**src/rtl/scan_pkg.sv**
```systemverilog
// Shared types and constants for the scan index sequencer.
package scan_pkg;
    localparam int SCAN_CH = 8;
    localparam int SCAN_IW = 3;

    typedef enum logic [1:0] {
        IDLE  = 2'd0,
        RUN   = 2'd1,
        STALL = 2'd2
    } scan_state_t;
endpackage

```
**src/rtl/scan_next_idx.sv**
```systemverilog
// Purpose: nearest enabled channel after idx in direction dir, modulo 8.
// Latency: combinational.
// Backpressure: none; if no other channel is enabled, idx is returned.
module scan_next_idx
    import scan_pkg::*;
(
    input  logic [SCAN_IW-1:0] idx,
    input  logic               dir,
    input  logic [SCAN_CH-1:0] mask,
    output logic [SCAN_IW-1:0] nxt,
    output logic               wrap
);
    logic [SCAN_IW-1:0] cand;
    logic               found;

    always_comb begin
        nxt   = idx;
        found = 1'b0;
        cand  = idx;
        for (int i = 1; i < SCAN_CH; i++) begin
            cand = dir ? (idx - SCAN_IW'(i)) : (idx + SCAN_IW'(i));
            if (!found && mask[cand]) begin
                nxt   = cand;
                found = 1'b1;
            end
        end
        // A search returning to idx itself has gone all the way round.
        wrap = dir ? (nxt >= idx) : (nxt <= idx);
    end
endmodule

```
**src/rtl/scan_index_seq.sv**
```systemverilog
// Purpose: 3-bit channel index scanner for a 3-to-8 decoder; optional SCAN_MASK_EN adds channel skipping.
// Latency: sel/valid/wrap registered; first step PRESCALE cycles after en is seen high or after load.
// Backpressure: none; en=0 freezes sel, mask=0 stalls the scan with valid low.
module scan_index_seq
    import scan_pkg::*;
#(
    parameter int PRESCALE = 4
) (
    input  logic               clk,
    input  logic               rst_n,
    input  logic               en,
    input  logic               dir,
    input  logic               load,
    input  logic [SCAN_IW-1:0] load_val,
`ifdef SCAN_MASK_EN
    input  logic [SCAN_CH-1:0] mask,
`endif
    output logic [SCAN_IW-1:0] sel,
    output logic               valid,
    output logic               wrap
);
    localparam int            PW   = (PRESCALE > 1) ? $clog2(PRESCALE) : 1;
    localparam logic [PW-1:0] PMAX = PW'(PRESCALE - 1);

    scan_state_t        state;
    logic [PW-1:0]      pcnt, pcnt_next;
    logic [SCAN_IW-1:0] sel_next, step_idx;
    logic               wrap_next, step_wrap, step;
    logic [SCAN_CH-1:0] ch_en;

`ifdef SCAN_MASK_EN
    assign ch_en = mask;

    scan_next_idx u_next (
        .idx  (sel),
        .dir  (dir),
        .mask (mask),
        .nxt  (step_idx),
        .wrap (step_wrap)
    );
`else
    assign ch_en     = {SCAN_CH{1'b1}};
    assign step_idx  = dir ? (sel - 3'd1) : (sel + 3'd1);
    assign step_wrap = dir ? (sel == 3'd0) : (sel == 3'd7);
`endif

    // State is a pure decode of the current en/mask, so en takes effect in its own cycle.
    always_comb begin
        state = IDLE;
        if (en) begin
`ifdef SCAN_MASK_EN
            state = (ch_en != '0) ? RUN : STALL;
`else
            state = RUN;
`endif
        end
    end

    assign step = (state == RUN) && (pcnt == PMAX);

    always_comb begin
        sel_next  = sel;
        wrap_next = 1'b0;
        pcnt_next = '0;
        if (load) begin
            sel_next = load_val;
        end else if (step) begin
            sel_next  = step_idx;
            wrap_next = step_wrap;
        end else if (state == RUN) begin
            pcnt_next = pcnt + 1'b1;
        end
    end

    always_ff @(posedge clk or negedge rst_n) begin
        if (!rst_n) begin
            sel   <= '0;
            valid <= 1'b0;
            wrap  <= 1'b0;
            pcnt  <= '0;
        end else begin
            sel   <= sel_next;
            wrap  <= wrap_next;
            valid <= (state == RUN) && ch_en[sel_next];
            pcnt  <= pcnt_next;
        end
    end
endmodule

```
**config.mk**
```make
export PLATFORM = sky130hd
export DESIGN_NAME = scan_index_seq
export DESIGN_NICKNAME = d
export VERILOG_FILES = /design/src/rtl/scan_pkg.sv /design/src/rtl/scan_next_idx.sv /design/src/rtl/scan_index_seq.sv
export SDC_FILE = /design/constraint.sdc
export NUM_CORES = 1
export LEC_CHECK = 0
export BUFFER_PORTS_ARGS = -buffer_cell sky130_fd_sc_hd__buf_2
export CORE_AREA = 2 2 39 41
export DETAILED_ROUTE_END_ITERATION = 8
export DIE_AREA = 0 0 41 43
export HOLD_SLACK_MARGIN = 0.05
export PLACE_DENSITY_LB_ADDON = 0.08
export SYNTH_ARGS = -nofsm -noshare
export SYNTH_HDL_FRONTEND = slang
export SYNTH_SLANG_ARGS = --single-unit
```
**constraint.sdc**
```tcl
create_clock -name clk -period 4.3 [get_ports clk]
set_input_delay 0 -clock clk [delete_from_list [all_inputs] [get_ports clk]]
set_output_delay 0 -clock clk [all_outputs]
set_load 0.005 [all_outputs]
```
## Word level (Yosys, flattened, before mapping)

Memory sizes are Yosys's and may differ from the RTL's.
Cells that the tools add are included.

- Add/subtract/negate cells: 3
- Multiply operators: 0
- Div/mod/pow operators: 0
- Multiplexer cells: 11
- Bitwise operators: 0
- Shift-type cells: 0
- Reduce and logical (&&, ||, !) cells: 3
- Magnitude comparators: 1
- Eq/ne operators: 3

Operator list:

| kind | number |
|---|---|
| 3-bit 2-to-1 mux | 3 |
| 2-bit 2-to-1 mux | 3 |
| 1-bit 2-to-1 mux | 5 |
| 3-bit by 4-bit < comparator with 1-bit output (second input constant) | 1 |
| 3-bit by 1-bit adder with 3-bit output (second input constant) | 1 |
| 3-bit equality test (second input constant) | 1 |
| 3-bit zero test | 1 |
| 3-bit by 1-bit subtractor with 3-bit output (second input constant) | 1 |
| 2-bit by 1-bit adder with 2-bit output (second input constant) | 1 |
| 2-bit equality test (second input constant) | 1 |
| 1-bit logical AND | 2 |
| 1-bit equality test (second input constant) | 1 |

- Input bits: 8
- Output and inout port bits: 5
- Bits in registers: 7
- Bits in latches: 0
- Memories kept: 1
- Logic and storage cells: 26
- RAM bits: 0
- Bits in read-only memories: 8

Memories:

| memory | words | width | read ports | clocked after Yosys merged registers in | wr ports | line | source |
|---|---|---|---|---|---|---|---|
| (no name shown) | 8 | 1 | 1 | 0 | 0 | scan_index_seq.sv:84 | `valid <= (state == RUN) && ch_en[sel_next];` |

## Longest topological paths before layout

- Word-level depth: 8
- Mapped depth: 4
- Mapped depth without buffers: 4

## Least setup slack after synthesis

Ideal clock, no wire load.

- Path kind: reg-to-reg
- From: register sel[0]
- To: register sel[1]
- Cell stages (with the launch flop): 5
- Setup slack: 2.822 ns
- Arrival time: 1.354 ns
- Period minus slack after synthesis: 1.478 ns
- Path buffers: 0
- Setup time: 0.124 ns
- Required time: 4.176 ns
- Path through: dfrtp_1 inv_1 fa_1 and3b_1 o31a_1

- Cells in the longest elaborated chain, start to end: 4
- Elaborated cells between the ends (all ways): 5
- Classes of those cells: 2 x add/sub; 3 x mux

RTL lines:

| item | line | source |
|---|---|---|
| start, declared | scan_index_seq.sv:18 | `output logic [SCAN_IW-1:0] sel,` |
| start signal, assigned | scan_index_seq.sv:82 | `sel <= sel_next;` |
| 3-bit by 1-bit adder with 3-bit output or 3-bit by 1-bit subtractor with 3-bit output (tied branches) | scan_index_seq.sv:43 | `assign step_idx = dir ? (sel - 3'd1) : (sel + 3'd1);` |
| 3-bit 2-to-1 mux (*) | scan_index_seq.sv:43 |  |
| 3-bit 2-to-1 mux (*) | scan_index_seq.sv:67 | `end else if (step) begin` |
| 3-bit 2-to-1 mux (*) | scan_index_seq.sv:65 | `if (load) begin` |

Mark *: on every way between the ends. The rest lies on a longest branch, timed or not.

## Worst setup path in the final report

Ends and elaborated chain as after synthesis.

==> qor.txt <==
outcome: completed
mux share of post-synthesis cell area: 0
Post-Synth XOR/XNOR Area: 0.0629
Total GRT Usage: 0.103
clock slew at reported path FFs: 0.05 ns
Max Slew Vio Count: 0
Chip Width: 41 microns
CTS H-tree lvls: 1
Seq/Total Area, Yosys: 0.464
PortBufs: 12
area growth from synthesis to final layout: 38.7%
GP Congestion: 0.664
DR WL/cell: 11.3 microns
commonest non-fill, non-tap cells in the layout: buf_2, dfrtp_1, dlygate4sd3_1, inv_1, clkbuf_4
main combinational cell family by area after synthesis: simple AND/OR/NAND/NOR gates
vias in the first global route: 293
RSZ-0062 raised after global routing: no
Netlist Area Pre-Place: 378 sq um
# setup viols final: 0
kind of critical path: register to register
Die Ht: 43 microns
YS warnings: 0
DRC viols: 0
Synth area leader: dfrtp_1
Row Count: 14
#FFs+latches synth: 7
post-route total power: 0.162 mW
largest net degree at the start of global routing: 10
gr ovfl total: 0
initial DRC count: 2
Setup Buffers After CTS: 0
CTS Buf Count: 3
total number of vias: 316
Synth Area in Compound Gates: 0.149
pin slew with the least headroom to its limit: 0.225 ns
fin crit period: 1.53 ns
Slew HR: 0.848
Final Hold Viols: 0
Max Clock Skew: 0.00221 ns
Peak supply drop: 0.174 mV
Syn Nets: 40
Pwr Density: 308 nW/um^2
Ant. Diodes: 0
clock latency on the worst-skew pair: 0.25 ns
crit path launch type: register
global-route wire length before repair: 1.17 mm
Final nets: 61
initial antenna violation count: 0
core area: 1380 sq um
type of the worst min-delay path: input port to register
Cell Area, Placed: 458 sq um
Post-DP HPWL: 550 microns
Fmax: 652 MHz
I/O pin count: 13
period utilization: 0.357
share of the synthesized area in the top cell type: 0.464
post-synthesis simple-gate area fraction: 0.209
final WL: 744 microns
CTS tree: built
Fillers: 132
Data required, critical path: 4.43 ns
initial core utilization: 0.273
Synth cell types: 18
Longest Clk Path Bufs: 2
TNS Setup: 0 ns
antenna viol nets, final: 0
Syn Area/Cell: 12.6 sq um
Via density: 4.79
Pre-Repair DR Iteration Count: 3
CP arrival: 1.67 ns
Synth area leaders: dfrtp_1, xor3_1, fa_1, and3b_1, o31a_1
max incr delay on CP: 0.49 ns
leading cell type in the layout, fill and taps excluded: buf_2
worst path buffer plus inverter count: 1
critical path's slowest cell: fa_1
Leak Pwr: 0.264 nW
max-cap viol count: 0
Post-Synth Adder-Cell Area: 0.0861
Mapped Cells: 30
CP top delay family: adder cells
layout cells sized above 1: 0.320
die area: 1760 sq um
Clock Tree Root: clkbuf_4
Design Area, Final: 524 sq um
CTS Sinks: 7
worst path cell trace: inv_1, fa_1, and3b_1, o31a_1
Crit Path Max Fanout: 6
nature of the critical path endpoint: register
-- stage by stage --
| stage | hold slack, ns | std cells | worst slack (ns) | utilization |
|---|---|---|---|---|
| global placement | -0.163 | 58 | 2.81 | 0.331 |
| floorplan | -0.296 | 30 | 2.82 | - |
| CTS | 0.0607 | 66 | 2.76 | 0.379 |
| detailed placement | -0.158 | 58 | 2.77 | 0.331 |
| finish | 0.0575 | 66 | 2.77 | 0.379 |
| global route | 0.0660 | 66 | 2.71 | 0.379 |
-- worst reg2reg max path, cell delays in order (launching register included) --
cell and delay, ns:
dfrtp_1 0.41, inv_1 0.08, fa_1 0.49, and3b_1 0.17
o31a_1 0.27
-- flip-flops by register name, indices dropped and copies added (netlist names) --
register and cells:
pcnt 2, valid 1, wrap 1, sel 3
-- routing by layer --
layer | part of all wire | routed length, microns | up-vias | track usage
met5 | 0 | 0 | - | 0
met2 | 0.44 | 329 | 11 | 0.141
li1 | - | - | 152 | -
met1 | 0.45 | 334 | 149 | 0.129
met4 | 0.035 | 26 | 0 | 0.0800
met3 | 0.073 | 54 | 4 | 0.0314
-- synth_stat cells --
cell type  number
dfrtp_1         7
inv_1           3
a21boi_0        2
and3b_1         2
nand2b_1        2
o31a_1          2
a21bo_2         1
a21oi_1         1
fa_1            1
ha_1            1
nand2_1         1
nand3b_1        1
nand4b_1        1
nor4b_1         1
nor4bb_1        1
o221ai_1        1
or4b_1          1
xor3_1          1
-- where the power goes --
part	switching (mW)	internal, mW
Clock	0.0240	0.0354
Combinational	0.0108	0.0175
Sequential	0.00392	0.0699
Total	0.0387	0.123
-- cells by family after synthesis --
logic type               after synthesis
AND/OR/NAND/NOR                       10
AO/OA/AOI/OAI                          7
flip-flops                             7
buffers and inverters                  3
adder cells (fa/ha/maj)                2
XOR/XNOR                               1
-- final cells by class --
cell class	instances	area (sq um)	area share
clock buffer	4	26.3	0.0501
inverter	3	11.3	0.0215
multi-input combinational	20	191	0.365
sequential	7	175	0.334
tap	16	20.0	0.0382
timing repair buffer	16	100	0.191
-- worst paths after layout --
path / start / slack, ns / cells after the start / endpoint
setup / recovery: sel[0] / 2.77 / 4 / sel[1]
hold / removal: load_val[0] / 0.06 / 3 / sel[0]
setup reg to reg: sel[0] / 2.77 / 4 / sel[1]
hold reg to reg: pcnt[0] / 0.45 / 1 / pcnt[0]
max in group asynchronous: rst_n / 4.03 / 2 / sel[0]
min in group asynchronous: rst_n / 0.11 / 2 / sel[2]
-- timing repair --
item | 4_1_cts | 5_1_grt
hold buffers | 4 | 0
resized for setup | 0 | 0
endpoints found under the hold margin | 11 | 0
Power figures use the tool's default switching activity.
